--- config.mk ---
export PLATFORM = sky130hd
export DESIGN_NAME = ucsbece154a_memarb
export DESIGN_NICKNAME = d
export VERILOG_FILES = /design/src/rtl/ucsbece154a_memarb.sv
export SDC_FILE = /design/constraint.sdc
export NUM_CORES = 1
export LEC_CHECK = 0
export BUFFER_PORTS_ARGS = -buffer_cell sky130_fd_sc_hd__buf_2
export CAP_MARGIN = 20
export CORE_UTILIZATION = 25
export DETAILED_ROUTE_END_ITERATION = 8
export GPL_ROUTABILITY_DRIVEN = 0
export SLEW_MARGIN = 40
export SYNTH_ARGS = -nofsm -noshare
export SYNTH_HDL_FRONTEND = slang
export SYNTH_SLANG_ARGS = --single-unit
--- constraint.sdc ---
create_clock -name clk -period 3.29 [get_ports clk]
set_input_delay 0.658 -clock clk [delete_from_list [all_inputs] [get_ports clk]]
set_output_delay 0.658 -clock clk [all_outputs]
set_load 0.01 [all_outputs]
--- src/rtl/ucsbece154a_memarb.sv ---
// Round-robin arbiter sharing one single-ported memory between fetch and load/store.
// One registered access per 3 cycles; bad addresses are flagged instead of accessed.
module ucsbece154a_memarb #(
    parameter logic [31:0] TEXT_START = 32'h00400000,
    parameter int unsigned TEXT_SIZE  = 64,
    parameter logic [31:0] DATA_START = 32'h10000000,
    parameter int unsigned DATA_SIZE  = 64
) (
    input  logic        clk,
    input  logic        reset,
    input  logic        i_req_i,
    input  logic [31:0] i_a_i,
    output logic        i_ack_o,
    input  logic        d_req_i,
    input  logic        d_we_i,
    input  logic [31:0] d_a_i,
    input  logic [31:0] d_wd_i,
    output logic        d_ack_o,
    output logic [31:0] rd_o,
    output logic        err_o,
    output logic        mem_we_o,
    output logic [31:0] mem_a_o,
    output logic [31:0] mem_wd_o,
    input  logic [31:0] mem_rd_i
);

    localparam logic [31:0] TEXT_END = TEXT_START + 32'(4 * TEXT_SIZE);
    localparam logic [31:0] DATA_END = DATA_START + 32'(4 * DATA_SIZE);

    typedef enum logic [1:0] {IDLE, ACCESS, RESP} state_t;

    state_t      state, state_nx;
    logic        last_d;
    logic        own_d;
    logic        we_q;
    logic        err_q;
    logic        req_any;
    logic        grant_d;
    logic        req_we;
    logic        in_text;
    logic        in_data;
    logic        a_err;
    logic [31:0] req_a;

    always_ff @(posedge clk) begin
        if (reset) state <= IDLE;
        else       state <= state_nx;
    end

    always_comb begin
        state_nx = state;
        unique case (state)
            IDLE:    if (req_any) state_nx = ACCESS;
            ACCESS:  state_nx = RESP;
            RESP:    state_nx = IDLE;
            default: state_nx = IDLE;
        endcase
    end

    // last_d set means data won last, so a tie goes to fetch
    always_comb begin
        req_any = i_req_i | d_req_i;
        grant_d = d_req_i & (~i_req_i | ~last_d);
        req_a   = grant_d ? d_a_i : i_a_i;
        req_we  = grant_d & d_we_i;
        in_text = (req_a >= TEXT_START) && (req_a < TEXT_END);
        in_data = (req_a >= DATA_START) && (req_a < DATA_END);
        a_err   = (req_a[1:0] != 2'b00)
                | ~(in_text | in_data)
                | (req_we & ~in_data);
    end

    always_ff @(posedge clk) begin
        if (reset) begin
            last_d   <= 1'b1;
            own_d    <= 1'b0;
            we_q     <= 1'b0;
            err_q    <= 1'b0;
            mem_a_o  <= '0;
            mem_wd_o <= '0;
            rd_o     <= '0;
            err_o    <= 1'b0;
        end else begin
            if (state == IDLE && req_any) begin
                own_d    <= grant_d;
                last_d   <= grant_d;
                mem_a_o  <= req_a;
                we_q     <= req_we;
                mem_wd_o <= grant_d ? d_wd_i : 32'h0;
                err_q    <= a_err;
            end
            if (state == ACCESS) begin
                rd_o  <= (we_q | err_q) ? 32'h0 : mem_rd_i;
                err_o <= err_q;
            end
        end
    end

    always_comb begin
        mem_we_o = (state == ACCESS) & we_q & ~err_q & ~reset;
        i_ack_o  = (state == RESP) & ~own_d & ~reset;
        d_ack_o  = (state == RESP) & own_d & ~reset;
    end

endmodule
==> flow_metrics.tcl, run 1 <==
set metrics [dict create \
    setup_viol_count_final 0 \
    slew-limit-headroom_pct 56.2 \
    die_y_um 129 \
    grt_pass1_wl_um 18100 \
    crit_fanout 40 \
    drv_cap 0 \
    end_kind "output port" \
    cts_hold_buf 0 \
    synth.net_count 545 \
    ys_ff_latch 103 \
    nNetsFinal 761 \
    row_count 45 \
    yosys_warnings 0 \
    ctsResizeCount 0 \
    ir_drop_mv 0.398 \
    power_density_nw_per_um2 539 \
    status "complete, no violations" \
    min_path_type "flip-flop to flip-flop" \
    cts_tree "built" \
    cts-root-buf "clkbuf_16" \
    grt_antenna_before_repair 2 \
    crit_family "buffers and inverters" \
    yosysSeqAreaShare_pct 51.4 \
    mostFrequentLayoutCells "buf_2 (231), nor2_1 (106), dfxtp_1 (103)" \
    setup_tns_ps 0 \
    critPathBufInv 2 \
    dp_worst_setup_slack_ps 943 \
    final_common_cell "buf_2" \
    grt_overflow 0 \
    crit_path_start_kind "input port" \
    core_area_sq_um 15400 \
    drt_wl_total_um 11700 \
    fmax_ghz 0.471 \
    routed_via_density 4.48 \
    cts_buffers 9 \
    ios 233 \
    clock_skew_ps 7.42 \
    cts_setup_buffers 0 \
    clockBufferDepth 2 \
    die_x_um 129 \
    grtUsageTotal_pct 14.0 \
    nFillCells 1650 \
    area_delta_synth_final_pct 40.2 \
    synthCells 412 \
    hpwlAfterDp_um 8510 \
    cpMaxStageDelayCell "nor4bb_1" \
    vias 3783 \
    synth_cell_types 33 \
    worst_pin_slew_ps 657 \
    port_buffers 232 \
    synth_edf_count 0 \
    setup_ws_ps 1170 \
    worst_path_largest_cell_delay_ps 360 \
    syn_area_per_cell_sq_um 9.74 \
    dr.pass1.iters 4 \
    drc 0 \
    n_antenna_cell 0 \
    slew_viol_final 0 \
    insertion_delay_ps 350 \
    required_ps 2630 \
    grt_max_degree 55 \
    worstPathArrival_ps 1470 \
    crit_type "input port to output port" \
    fin_crit_sh_pct 64.6 \
    total_leakage_power_nw 2.64 \
    clock-sinks 103 \
    period_needed_ps 2120 \
    start_util_pct 26.0 \
    drtIter0Drc 105 \
    ant_nets 0 \
    path_cells "buf_4, nor4bb_1, buf_2" \
    ys_async_sr_fraction_pct 0 \
    clk_pin_slew_worst_paths_ps 70 \
    synth_area_sq_um 4010 \
    wl_per_cell_um 13.9 \
    grt_setup_unrepaired "no" \
    grt_pass1_vias 3610 \
    hold_viol_final 0 \
    die_area_sq_um 16600 \
    synth-main-ff-cell "dfxtp_1" \
    drive_gt1_share_pct 42.2 \
    cts-htree-levels 3 \
]
-- tightest hold or removal path, stage by stage, from the launching register on --
cell and delay (ps):
dfxtp_1 320, mux2i_1 60, nor2_1 70
-- through the flow --
step                      instance area, sq um  utilization (%)  total power [mW]  hold WS [ps]  std cells
after floorplan                           4010                -              1.73           473        412
after global placement                    5310             34.4              1.96           472        827
after detailed placement                  5310             34.4              1.96           484        827
after CTS                                 5610             36.4              3.08           500        843
after global routing                      5630             36.5              3.20           521        844
final                                     5630             36.5              3.03           496        844
-- registers in the layout, indices dropped and copies added (netlist names) --
name and flops:
mem_a_o 32, mem_wd_o 32, rd_o 32, state 2, err_o 1, err_q 1
last_d 1, own_d 1, we_q 1
-- cell families (layout without fill, tap and decap cells) --
logic type | count (synthesis) | count (layout) | share of synthesized area [%]
and+or+nand+nor | 130 | 130 | 14.2
DFF | 103 | 103 | 51.4
muxes | 33 | 33 | 8.23
xor gates and xnor gates | 1 | 1 | 0.218
buffers and inverters | 38 | 259 | 5.39
AOI/OAI and AO/OA | 107 | 107 | 20.6
-- synth_stat cells, types with 2 or more instances --
cell type  instances  area share (%)
a211oi_1          29             5.4
buf_1              3            0.28
dfxtp_1          103              51
nand4_1            3            0.47
nor2_1           106             9.9
nor4b_1            2            0.44
mux2i_1           33             8.2
buf_12             3             1.5
a211oi_2           4             1.2
clkbuf_1          16             1.5
nor4_1            10             1.6
a22oi_1           65              12
o2111ai_1          2            0.44
buf_2             14             1.7
-- metal layers --
metal	wire [um]	up-vias	global-route usage [%]	part of all wire (%)
li1	-	1929	-	-
met1	5360	1696	17.6	46
met2	5300	141	22.4	45
met3	855	15	4.78	7.3
met4	195	2	4.91	1.7
met5	13	-	0	0.11
-- final cells by class --
cell class | count | area [sq um] | share of cell area (%)
Sequential cell | 103 | 2060 | 36.6
Clock inverter | 4 | 52.6 | 0.934
Inverter | 1 | 3.75 | 0.0667
Tap cell | 211 | 264 | 4.69
Multi-Input combinational cell | 271 | 1740 | 31.0
Timing Repair Buffer | 242 | 1250 | 22.1
Clock buffer | 12 | 256 | 4.56
-- worst paths after layout --
path,from,to,slack (ps),cells after the start
max,reset,d_ack_o,1170,3
min,err_o,err_o,500,2
max reg2reg,state[0],mem_a_o[12],1500,5
min reg2reg,err_o,err_o,500,2
-- power breakdown --
group,total (mW),internal (mW),switching [mW]
logic,0.533,0.233,0.300
registers,1.39,1.34,0.0511
clock network,1.11,0.635,0.474
Power figures use the tool's default switching activity.
==> inputs of run 2 (changes only) <==
clock period = 2.2 ns   (was 3.29 ns; I/O delays follow)
==> run 2 against run 1 <==
Via count is 0.98% higher. Register-to-register slack worse by 860 ps. First-iteration DRC count is 22% higher. Final cell count is 0.12% lower. Utilization is 0.15 points lower. Flip-flop and latch count stayed put. Setup slack worse by 930 ps. Clock skew hardly changed. Clock power is 37% higher. Global-route usage is 0.23 points higher. Sequential power is 50% higher. Wire length is 0.92% higher.
==> flow_metrics.tcl, run 2 (same netlist as run 1, synthesis figures left out) <==
set metrics [dict create \
    status "complete, no violations" \
    insertion_delay_ps 350 \
    grt_setup_unrepaired "no" \
    whs_ps 322 \
    grt_antenna_before_repair 0 \
    cts-root-buf "clkbuf_16" \
    multiInputGateArea_sq_um 1740 \
    reg2reg_from "state[1]" \
    fin_crit_sh_pct 89.1 \
    drt_wl_total_um 11800 \
    min_path_type "input port to flip-flop" \
    crit_path_start_kind "flip-flop" \
    dr.pass1.iters 4 \
    clock-sinks 103 \
    grt_overflow 0 \
    ir_drop_mv 0.380 \
    slew-limit-headroom_pct 53.6 \
    drive_gt1_share_pct 41.9 \
    grtUsageTotal_pct 14.2 \
    rrSetupSlack_ps 640 \
    pwr-share-comb_pct 18.4 \
    core_area_sq_um 15400 \
    vias 3820 \
    wl_met3_um 981 \
    cts_tree "built" \
    setup_ws_ps 240 \
    ant_nets 0 \
    crit_fanout 7 \
    crit_path_start "state[1]" \
    area_delta_synth_final_pct 39.7 \
    drtIter0Drc 128 \
    total_power_mw 4.40 \
    period_needed_ps 1960 \
    cts_buffers 9 \
    crit_type "flip-flop to output port" \
    worstPathArrival_ps 1520 \
    cts_hold_buf 0 \
    grt_pass1_vias 3536 \
    clock_power_share_pct 34.5 \
    cts-htree-levels 3 \
    p_seq_share_pct 47.2 \
    setup_tns_ps 0 \
    setup_viol_count_final 0 \
    hold_viol_final 0 \
    nNetsFinal 760 \
    top_layer_used "met4" \
    n_antenna_cell 0 \
    clockBufferDepth 2 \
    end_kind "output port" \
    dp_worst_setup_slack_ps 504 \
    wl_per_cell_um 14.0 \
    total_leakage_power_nw 2.62 \
    rr_worst_depth 4 \
    wl_met1_um 5330 \
    hpwlAfterDp_um 8400 \
    die_y_um 129 \
    cts_setup_buffers 0 \
    cp-endpoint "mem_we_o" \
    die_area_sq_um 16600 \
    seq_area_sq_um 2060 \
    row_count 45 \
    port_buffers 232 \
    fmax_ghz 0.510 \
    final_common_cell "buf_2" \
    largestRegisters "mem_a_o x32, mem_wd_o x32, rd_o x32" \
    clock_skew_ps 7.40 \
    switching_share_pct 28.1 \
    switchingPower_mw 1.24 \
    ctsResizeCount 0 \
    worst_pin_slew_ps 696 \
    mostFrequentLayoutCells "buf_2 (231), nor2_1 (106), dfxtp_1 (103)" \
    drc 0 \
    required_ps 1760 \
    nFillCells 1637 \
    power_density_nw_per_um2 785 \
    ios 233 \
    slew_viol_final 0 \
    start_util_pct 26.0 \
    grt_max_degree 66 \
    regToRegEndpoint "err_o" \
    drv_cap 0 \
    die_x_um 129 \
    cell_internal_pwr_mw 3.16 \
    route.met2.wl_um 5350 \
    routed_via_density 4.53 \
    clk_pin_slew_worst_paths_ps 70 \
    grt_pass1_wl_um 18200 \
]
## run 2: worst min path at each step
stage	endpoint	start	slack, ps	depth (start not counted)
floorplan	own_d	own_d	470	2
global placement	err_o	err_o	470	2
detailed placement	err_o	err_o	480	2
CTS	state[1]	reset	300	2
global route	mem_wd_o[11]	d_wd_i[11]	310	3
finish	state[1]	reset	320	2
## run 2: layout make-up
type | count | share of cell area (%)
sequential | 103 | 36.8
multi-input combinational | 271 | 31.1
timing repair buffer | 241 | 22.4
tap | 211 | 4.71
clock buffer | 12 | 4.40
clock inverter | 4 | 0.536
inverter | 1 | 0.0669
## run 2: power by group through the flow
| stage | Combinational [mW] | Sequential (mW) | Clock, mW |
|---|---|---|---|
| floorplan | 0.412 | 2.18 | 0 |
| global placement | 0.813 | 2.12 | 0 |
| detailed placement | 0.816 | 2.12 | 0 |
| CTS | 0.817 | 2.08 | 1.59 |
| global route | 0.894 | 2.09 | 1.66 |
| finish | 0.807 | 2.08 | 1.52 |
## run 2: per-layer routing
layer	vias up	GRT usage (%)
li1	1931	-
met1	1731	17.9
met2	146	22.1
met3	12	5.45
met4	0	5.26
met5	-	0
## run 2: critical path: stages, from the launching register on
cell	delay, ps
dfxtp_1	350
nand2b_1	310
nor4b_1	310
buf_2	200
## run 2: metrics by stage
stage	utilization, %	instances	cell area [sq um]
2_1_floorplan	-	412	4010
3_3_place_gp	34.5	827	5330
3_5_place_dp	34.5	827	5330
4_1_cts	36.3	843	5610
5_1_grt	36.3	843	5610
6_report	36.3	843	5610
==> inputs of run 3 (changes only) <==
SETUP_SLACK_MARGIN = 0.5   (was unset)
==> run 3 against run 2 <==
Non-clock buffer count down 1. Clock skew about the same. Utilization rose by 0.55 points. Combinational power grew 1%. Via count down 0.42%. Register-to-register slack better by 40 ps. Total power is 5.2% higher. Hold slack improved by 7.8 ps. Global-route usage is 0.33 points lower. Flip-flop and latch count did not move. Setup slack improved by 300 ps. Die area unchanged. Critical endpoint unchanged. Largest cell class unchanged.
==> flow_metrics.tcl, run 3 (same netlist as run 1, synthesis figures left out) <==
set metrics [dict create \
    row_count 45 \
    worst_pin_slew_ps 679 \
    slew_viol_final 0 \
    grt_overflow 0 \
    cts-root-buf "clkbuf_16" \
    clk_pin_slew_worst_paths_ps 60 \
    drc 0 \
    clock-sinks 103 \
    ir_drop_mv 0.451 \
    crit_fanout 4 \
    routed_via_density 4.51 \
    port_buffers 232 \
    hp-start "d_wd_i[24]" \
    grtUsageTotal_pct 13.9 \
    fmax_ghz 0.601 \
    stdcell_count 844 \
    hold_depth 3 \
    ios 233 \
    wl_per_cell_um 13.7 \
    crit_family "simple AND/OR/NAND/NOR gates" \
    path_cells "nand2b_4, nor4b_4, buf_2" \
    period_needed_ps 1660 \
    cts-htree-levels 3 \
    cts_hold_buf 0 \
    final_common_cell "buf_2" \
    grt_antenna_before_repair 2 \
    fin_crit_sh_pct 75.6 \
    cpMaxStageDelayCell "dfxtp_2" \
    ant_nets 0 \
    min_path_type "input port to flip-flop" \
    clockBufferDepth 2 \
    post-route-util_pct 36.9 \
    crit_path_start_kind "flip-flop" \
    critPathBufInv 1 \
    cts_setup_buffers 0 \
    regToRegEndpoint "mem_wd_o[5]" \
    whs_ps 330 \
    setup_viol_count_final 0 \
    rr_worst_depth 4 \
    crit_type "flip-flop to output port" \
    drive_gt1_share_pct 42.6 \
    setup_tns_ps 0 \
    status "complete, no violations" \
    rrSetupSlack_ps 680 \
    drv_cap 0 \
    start_util_pct 26.0 \
    cts_buffers 9 \
    nNetsFinal 759 \
    power_density_nw_per_um2 813 \
    grt_pass1_wl_um 18000 \
    area_delta_synth_final_pct 41.8 \
    reg2reg_from "state[1]" \
    worstPathArrival_ps 1220 \
    drt_wl_total_um 11600 \
    hold_end "mem_wd_o[24]" \
    die_y_um 129 \
    dp.cells 826 \
    grt_max_degree 96 \
    clock_skew_ps 7.17 \
    mostFrequentLayoutCells "buf_2 (231), nor2_1 (106), dfxtp_1 (100)" \
    die_x_um 129 \
    largestRegisters "mem_a_o x32, mem_wd_o x32, rd_o x32" \
    cts_tree "built" \
    dr.pass1.iters 4 \
    slew-limit-headroom_pct 54.7 \
    insertion_delay_ps 340 \
    die_area_sq_um 16600 \
    grt_pass1_vias 3573 \
    worst_path_largest_cell_delay_ps 340 \
    grt_setup_unrepaired "yes" \
    hpwlAfterDp_um 8270 \
    required_ps 1760 \
    end_kind "output port" \
    vias 3804 \
    total_leakage_power_nw 2.66 \
    hold_viol_final 0 \
    core_area_sq_um 15400 \
    drtIter0Drc 154 \
]
==> run 3: changes by cell type in the layout (fill, tap and decap cells not counted), sizes merged <==
cell and change:
diode +2, clkinv -1, clkbuf +1, inv -1, clkinvlp -1, buf -1, bufinv +2
==> run 3: what timing repair did <==
item | 4_1_cts | 5_1_grt
endpoints found under the setup margin | 1 | 2
resized for setup | 3 | 2
pin swaps | 0 | 0
==> run 3: layer usage <==
metal	GRT usage, %	up-vias	part of all wire, %
met5	0	-	0
met2	22.4	133	47
met3	4.12	17	6.5
li1	-	1931	-
met4	6.16	0	2.0
met1	17.2	1723	45
==> run 3: metrics by stage <==
step	power [mW]	area (sq um)	worst slack, ps
2_1_floorplan	2.59	4020	525
3_3_place_gp	2.94	5340	544
3_5_place_dp	2.94	5340	496
4_1_cts	4.70	5680	503
5_1_grt	4.87	5690	459
6_report	4.63	5690	537
==> run 3: report_power, final <==
part | total, mW | internal [mW] | switching, mW
logic | 0.816 | 0.359 | 0.456
clock network | 1.73 | 1.06 | 0.675
registers | 2.08 | 2.01 | 0.0743
total | 4.63 | 3.42 | 1.21
==> run 3: cell type report <==
class | instances | area [sq um]
fillers | 1636 | 9740
flip-flops and latches | 103 | 2070
multi-input cells | 271 | 1770
repair buffers | 240 | 1260
well taps | 211 | 264
clock buffers | 13 | 260
clock inverters | 3 | 65.1
diodes | 2 | 5.00
inverters | 1 | 3.75
==> run 3: worst max-delay path by stage <==
stage / start / end / slack [ps] / cells after the start
floorplan: reset / i_ack_o / 530 / 3
global placement: i_req_i / mem_wd_o[0] / 540 / 5
detailed placement: i_req_i / mem_wd_o[5] / 500 / 5
CTS: state[1] / mem_we_o / 500 / 3
global route: state[1] / mem_we_o / 460 / 3
finish: state[1] / mem_we_o / 540 / 3
==> run 3: worst reg2reg max path, delay by kind of cell, from the launching register on <==
| family | cells | cell delay (ps) |
|---|---|---|
| flops | 1 | 340 |
| compound gates | 1 | 150 |
| simple gates | 3 | 960 |
